## src/rtl/rng_pkg.sv

```systemverilog
// rtl/rng_pkg.sv - shared types and constants for the rng_collector block
//
// Purpose:
//   Collector FSM state type, discard counter width, default parameter values
//   and a counter-width helper used by rng_collector.
// Ports: none (package).

package rng_pkg;

  typedef enum logic [1:0] {
    IDLE   = 2'd0,
    PAIR_A = 2'd1,
    PAIR_B = 2'd2,
    HOLD   = 2'd3
  } rng_state_t;

  localparam int DISCARD_W      = 16;
  localparam int REP_W          = 16;
  localparam int DEF_WORD_W     = 8;
  localparam int DEF_SAMPLE_DIV = 4;
  localparam int DEF_REP_LIMIT  = 32;

  // Width of a counter holding 0..max_val, never narrower than one bit.
  function automatic int cnt_width(input int max_val);
    return (max_val <= 1) ? 1 : $clog2(max_val + 1);
  endfunction

endpackage

```

## src/rtl/rng_bit_sync.sv

```systemverilog
// rtl/rng_bit_sync.sv - two-flop synchroniser for the asynchronous raw entropy bit
//
// Purpose:
//   Brings a free-running single bit into the clk_i domain with a 2-cycle latency.
// Ports:
//   clk_i  in   destination clock
//   rst_i  in   asynchronous active-high reset, clears both stages to 0
//   d_i    in   asynchronous input bit
//   q_o    out  synchronised bit

module rng_bit_sync (
  input  logic clk_i,
  input  logic rst_i,
  input  logic d_i,
  output logic q_o
);

  logic meta_q;
  logic sync_q;

  always_ff @(posedge clk_i or posedge rst_i) begin
    if (rst_i) begin
      meta_q <= 1'b0;
      sync_q <= 1'b0;
    end else begin
      meta_q <= d_i;
      sync_q <= meta_q;
    end
  end

  assign q_o = sync_q;

endmodule

```

## src/rtl/rng_collector.sv

```systemverilog
// rtl/rng_collector.sv - ring-oscillator entropy collector with von Neumann extraction
//
// Purpose:
//   Resynchronises raw_bit, samples it once every SAMPLE_DIV enabled cycles,
//   removes bias with a von Neumann pair extractor, packs accepted bits MSB-first
//   into WORD_W-bit words and offers them over a valid/ready handshake. A
//   repetition-count health test latches a sticky failure flag.
// Ports:
//   clk_5M       in   sole clock
//   reset        in   asynchronous active-high reset
//   enable       in   collection enable
//   raw_bit      in   asynchronous raw entropy bit
//   word_out     out  assembled word, stable while word_valid=1
//   word_valid   out  word available
//   word_ready   in   consumer accepts word when word_valid & word_ready
//   health_fail  out  sticky repetition-test failure
//   discard_cnt  out  saturating count of rejected equal pairs

module rng_collector
  import rng_pkg::*;
#(
  parameter int WORD_W     = DEF_WORD_W,
  parameter int SAMPLE_DIV = DEF_SAMPLE_DIV,
  parameter int REP_LIMIT  = DEF_REP_LIMIT
) (
  input  logic                 clk_5M,
  input  logic                 reset,
  input  logic                 enable,
  input  logic                 raw_bit,
  output logic [WORD_W-1:0]    word_out,
  output logic                 word_valid,
  input  logic                 word_ready,
  output logic                 health_fail,
  output logic [DISCARD_W-1:0] discard_cnt
);

  localparam int DIV_W = cnt_width(SAMPLE_DIV - 1);
  localparam int BIT_W = cnt_width(WORD_W);

  logic             raw_s;
  logic             tick;
  logic [DIV_W-1:0] div_q;
  logic [REP_W-1:0] rep_q;
  logic [REP_W-1:0] rep_d;
  logic             prev_q;
  logic             a_q;
  logic [BIT_W-1:0] bit_cnt_q;
  rng_state_t       state_q;

  rng_bit_sync u_sync (
    .clk_i (clk_5M),
    .rst_i (reset),
    .d_i   (raw_bit),
    .q_o   (raw_s)
  );

  // Sample tick divider; parked at 0 while disabled so the first tick after
  // enabling always lands SAMPLE_DIV cycles later.
  assign tick = enable && (div_q == DIV_W'(SAMPLE_DIV - 1));

  always_ff @(posedge clk_5M or posedge reset) begin
    if (reset) begin
      div_q <= '0;
    end else if (!enable || tick) begin
      div_q <= '0;
    end else begin
      div_q <= div_q + DIV_W'(1);
    end
  end

  // Repetition count: rep_q==0 marks "no sample seen since IDLE", so the first
  // tick always restarts the run at 1.
  always_comb begin
    rep_d = REP_W'(1);
    if (rep_q != '0 && raw_s == prev_q) begin
      rep_d = (rep_q == '1) ? rep_q : rep_q + REP_W'(1);
    end
  end

  always_ff @(posedge clk_5M or posedge reset) begin
    if (reset) begin
      rep_q       <= '0;
      prev_q      <= 1'b0;
      health_fail <= 1'b0;
    end else if (state_q == IDLE) begin
      rep_q <= '0;
    end else if (tick) begin
      rep_q  <= rep_d;
      prev_q <= raw_s;
      if (rep_d == REP_W'(REP_LIMIT)) begin
        health_fail <= 1'b1;
      end
    end
  end

  // Collector FSM. health_fail is the registered flag, so a handshake or pair
  // completing on the same edge the failure latches still takes effect.
  always_ff @(posedge clk_5M or posedge reset) begin
    if (reset) begin
      state_q     <= IDLE;
      a_q         <= 1'b0;
      bit_cnt_q   <= '0;
      word_out    <= '0;
      word_valid  <= 1'b0;
      discard_cnt <= '0;
    end else if (health_fail) begin
      state_q    <= IDLE;
      word_valid <= 1'b0;
      bit_cnt_q  <= '0;
    end else begin
      case (state_q)
        IDLE: begin
          word_valid <= 1'b0;
          bit_cnt_q  <= '0;
          if (enable) begin
            state_q <= PAIR_A;
          end
        end

        PAIR_A: begin
          if (!enable) begin
            state_q   <= IDLE;
            bit_cnt_q <= '0;
          end else if (tick) begin
            a_q     <= raw_s;
            state_q <= PAIR_B;
          end
        end

        PAIR_B: begin
          if (!enable) begin
            state_q   <= IDLE;
            bit_cnt_q <= '0;
          end else if (tick) begin
            if (a_q != raw_s) begin
              // Keep the first bit of a 01/10 pair, shifting in MSB-first.
              word_out <= {word_out[WORD_W-2:0], a_q};
              if (bit_cnt_q == BIT_W'(WORD_W - 1)) begin
                bit_cnt_q  <= BIT_W'(WORD_W);
                word_valid <= 1'b1;
                state_q    <= HOLD;
              end else begin
                bit_cnt_q <= bit_cnt_q + BIT_W'(1);
                state_q   <= PAIR_A;
              end
            end else begin
              if (discard_cnt != '1) begin
                discard_cnt <= discard_cnt + DISCARD_W'(1);
              end
              state_q <= PAIR_A;
            end
          end
        end

        HOLD: begin
          // The word waits for the consumer even if enable drops meanwhile.
          if (word_ready) begin
            word_valid <= 1'b0;
            bit_cnt_q  <= '0;
            state_q    <= enable ? PAIR_A : IDLE;
          end
        end

        default: begin
          state_q <= IDLE;
        end
      endcase
    end
  end

endmodule

```

## config.mk

```make
export PLATFORM = sky130hd
export DESIGN_NAME = rng_collector
export DESIGN_NICKNAME = d
export VERILOG_FILES = /design/src/rtl/rng_pkg.sv /design/src/rtl/rng_bit_sync.sv /design/src/rtl/rng_collector.sv
export SDC_FILE = /design/constraint.sdc
export NUM_CORES = 1
export LEC_CHECK = 0
export BUFFER_PORTS_ARGS = -buffer_cell sky130_fd_sc_hd__buf_2
export CORE_ASPECT_RATIO = 2
export CORE_UTILIZATION = 45
export DETAILED_ROUTE_END_ITERATION = 16
export GPL_ROUTABILITY_DRIVEN = 0
export HOLD_SLACK_MARGIN = 0.1
export PLACE_DENSITY_LB_ADDON = 0.25
export SYNTH_ARGS = -nofsm -noshare
export SYNTH_HDL_FRONTEND = slang
export SYNTH_HIERARCHICAL = 1
export SYNTH_SLANG_ARGS = --single-unit
```

## constraint.sdc

```tcl
create_clock -name clk_5M -period 3 [get_ports clk_5M]
set_clock_uncertainty 0.2 [all_clocks]
set_input_delay 0.3 -clock clk_5M [delete_from_list [all_inputs] [get_ports clk_5M]]
set_output_delay 0.3 -clock clk_5M [all_outputs]
set_load 0.05 [all_outputs]
```

==> reports/qor.csv <==
stage,metric,value,unit
grt,global-route wire length before repair,11.6,mm
clock_network,TritonCTS clock tree,yes,
clock_network,CTS root buffer,clkbuf_16,
timing,transition time of the tightest slew-check pin,0.594,ns
worst_setup_path,Critical Path RT,2.99,ns
worst_setup_path,crit-path leading delay family,simple AND/OR/NAND/NOR gates,
logic_synthesis,combinational family with the most area after synthesis,simple AND/OR/NAND/NOR gates,
logic_synthesis,xor/xnor cell area share of the yosys netlist,6.67,%
grt,largest net degree at the start of global routing,21,
cells_and_area,area grow syn2layout,15.4,%
worst_setup_path,crit path launch type,register,
logic_synthesis,Syn Inst Count,297,
worst_setup_path,R2R cell count,8,
floorplanning,Core Region,6260,sq um
grt,initial antenna violation count,0,
floorplanning,die area,6770,sq um
timing,Slew Limit Fails,0,
floorplanning,row cnt,41,
run,Max Cap Viol,0,
cells_and_area,utilization after layout,53.3,%
timing,setup TNS,0,ns
floorplanning,die width,58.7,um
floorplanning,Initial Util,46.2,%
cells_and_area,final instance area,3340,sq um
clock_network,# clock sinks,54,
clock_network,Num CTS Buffers,5,
cells_and_area,Post-Layout Cell Count,422,
logic_synthesis,Syn Std Cell Area,2890,sq um
worst_setup_path,CP max FO,15,
cells_and_area,Inserted Diodes,0,
grt,number of global-route vias before repair,2456,
pwr,Leakage,0.00156,uW
drt,vias per std cell,5.75,
timing,hold slack,0.139,ns
logic_synthesis,sequential area share after synthesis,46.8,%
placement,DPL Wire Length,5.32,mm
drt,DRC viols,0,
clock_network,H-tree Lvls,2,
logic_synthesis,Syn. warnings,6,
clock_network,Clock transition at path regs,0.07,ns
timing,maximum clock rate,0.357,GHz
logic_synthesis,Yosys reg bits,54,
timing,Slew headroom,60.1,%
logic_synthesis,Yosys cell types,48,
worst_hold_path,WHS Path Cells,2,
logic_synthesis,"top cells by area, synth","dfrtp_1, nand2_1, mux2_2",
clock_network,clock latency on the worst-skew pair,0.30,ns
worst_setup_path,CP Cell Sequence,inv_1 > ha_1 > or4b_1 > o41a_1 > and2_1 > nand4_1 > a311oi_1 > a41o_1,
worst_setup_path,critical path class,register to register,
worst_setup_path,worst stage delay on the critical path,0.51,ns
worst_hold_path,Hold WC Path Type,input port to register,
logic_synthesis,synth cell count leaders,"dfrtp_1, nand2_1, a21oi_1",
logic_synthesis,post-synthesis compound-gate area fraction,15.1,%
worst_setup_path,CP endpoint kind,register,
worst_setup_path,path length in cells of the critical path,8,
placement,port buffer count,30,
drt,Starting DRT DRC Count,68,
clock_network,CTS Buffer Depth,2,
logic_synthesis,area share of the largest cell type after synthesis,46.8,%
logic_synthesis,syn_area_per_cell,9.73,sq um
drt,first drt pass iteration count,4,
worst_setup_path,Critical path buffers and inverters,1,
timing,RSZ-0062 raised after global routing,false,
cells_and_area,layout cells sized above 1,18.8,%
drt,wire length per cell,16.9,um
cells_and_area,Layout Nets,345,
logic_synthesis,post-synth top area cell,dfrtp_1,
drt,Final ANT Viol Nets,0,
timing,final setup fails,0,
logic_synthesis,"EDFF count, synth",0,
placement,Placed Instances,412,
status,run status,"complete, no violations",
logic_synthesis,most instantiated library cell after synthesis,dfrtp_1,
logic_synthesis,"Primary FF master, synth",dfrtp_1,
drt,Post-Route WL,7.12,mm
logic_synthesis,mux contribution to synthesized area,5.02,%
grt,gr usage total,23.4,%
floorplanning,Die Ht,115,um
timing,period utilisation layout,93.4,%
logic_synthesis,"Async S/R FF share, synth",100,%
placement,Placement Cell Area,3170,sq um
floorplanning,io pins,31,
logic_synthesis,Synth Area in Adders,2.16,%
drt,via count,2425,
worst_setup_path,Slowest cell on crit path,o41a_1,
pwr,PwrDens,432,nW/um^2
clock_network,post-CTS setup buffers,0,
logic_synthesis,simple-gate share of the synthesized area,21.2,%
worst_setup_path,worst path arrival time,2.79,ns
timing,Final Hold Vio Count,0,
timing,crit path time final,2.80,ns
grt,gr ovfl total,0,
logic_synthesis,post-synth net total,307,
pwr,Max VDD drop,0.445,mV
==> repair_timing <==
item                                    CTS  global route
endpoints found under the setup margin    0             0
endpoints found under the hold margin    21             0
hold buffers                              2             0
resized for setup                         0             0
==> where the power goes <==
part	internal, uW	total (uW)	switching, uW
clock network	314	597	283
registers	742	755	13.2
logic	34.6	88.1	53.5
total	1090	1440	350
==> metrics by stage <==
step | power (uW) | setup WS [ns]
6_report | 1440 | 0.198
5_1_grt | 1490 | 0.0515
4_1_cts | 1460 | 0.224
3_5_place_dp | 857 | 0.245
3_3_place_gp | 855 | 0.329
2_1_floorplan | 830 | 0.499
==> area by class of cell <==
cell class                 count  area, sq um
clock buffer                   5          125
clock inverter                 3         25.0
fill                         619         2920
inverter                       7         26.3
multi-input combinational    224         1450
sequential                    54         1350
tap                           86          108
timing repair buffer          43          253
==> flip-flops by register name (all words and copies together) (netlist names) <==
| register | flops |
|---|---|
| u_sync/q_o | 1 |
| word_out | 8 |
| bit_cnt_q | 4 |
| word_valid | 1 |
| rep_q | 16 |
| a_q | 1 |
| div_q | 2 |
| discard_cnt | 16 |
| u_sync/meta_q | 1 |
| state_q | 2 |
| health_fail | 1 |
| prev_q | 1 |
==> metal layers <==
| metal | up-vias | track usage (%) | part of all wire, % |
|---|---|---|---|
| met3 | 24 | 4.05 | 3.5 |
| met2 | 65 | 42.5 | 55 |
| met5 | - | 0 | 0 |
| li1 | 1155 | - | - |
| met4 | 0 | 15.4 | 4.7 |
| met1 | 1181 | 23.7 | 37 |
==> cell families (layout without fill, tap and decap cells) <==
kind of cell | count (synthesis) | in the layout
muxes | 13 | 13
xor gates and xnor gates | 22 | 22
AOI/OAI and AO/OA | 68 | 68
buffers and inverters | 19 | 58
and+or+nand+nor | 116 | 116
DFF | 54 | 54
adders and majority gates | 5 | 5
==> layout by cell type (no fill, tap or decap), drive strengths merged, types with 2 or more instances in the layout <==
cell type,synthesis,routed
a21oi,19,19
a22o,3,3
a31oi,6,6
a32oi,2,2
a41oi,3,3
and2,3,3
and3,5,5
and4,5,5
buf,6,41
clkbuf,6,5
dfrtp,54,54
dlygate4sd3,0,2
ha,5,5
inv,7,8
mux2,12,12
nand2,36,36
nand2b,2,2
nand3,7,7
nand3b,3,3
nand4,12,12
nor2,18,18
nor2b,5,5
nor3,5,5
nor3b,3,3
nor4,3,3
o211ai,2,2
o21ai,17,17
o22ai,2,2
o31ai,3,3
or3,2,2
or4,4,4
xnor2,14,14
xor2,8,8
==> path summary, 6_finish.rpt <==
path	endpoint	startpoint	slack [ns]
worst max-delay path	health_fail	rep_q[0]	0.20
worst min-delay path	div_q[0]	enable	0.14
worst max register to register	health_fail	rep_q[0]	0.20
worst min register to register	u_sync/q_o	u_sync/meta_q	0.16
max in group asynchronous	bit_cnt_q[2]	reset	1.64
min in group asynchronous	u_sync/meta_q	reset	0.22
No activity file was read; power rests on OpenSTA's default activity.
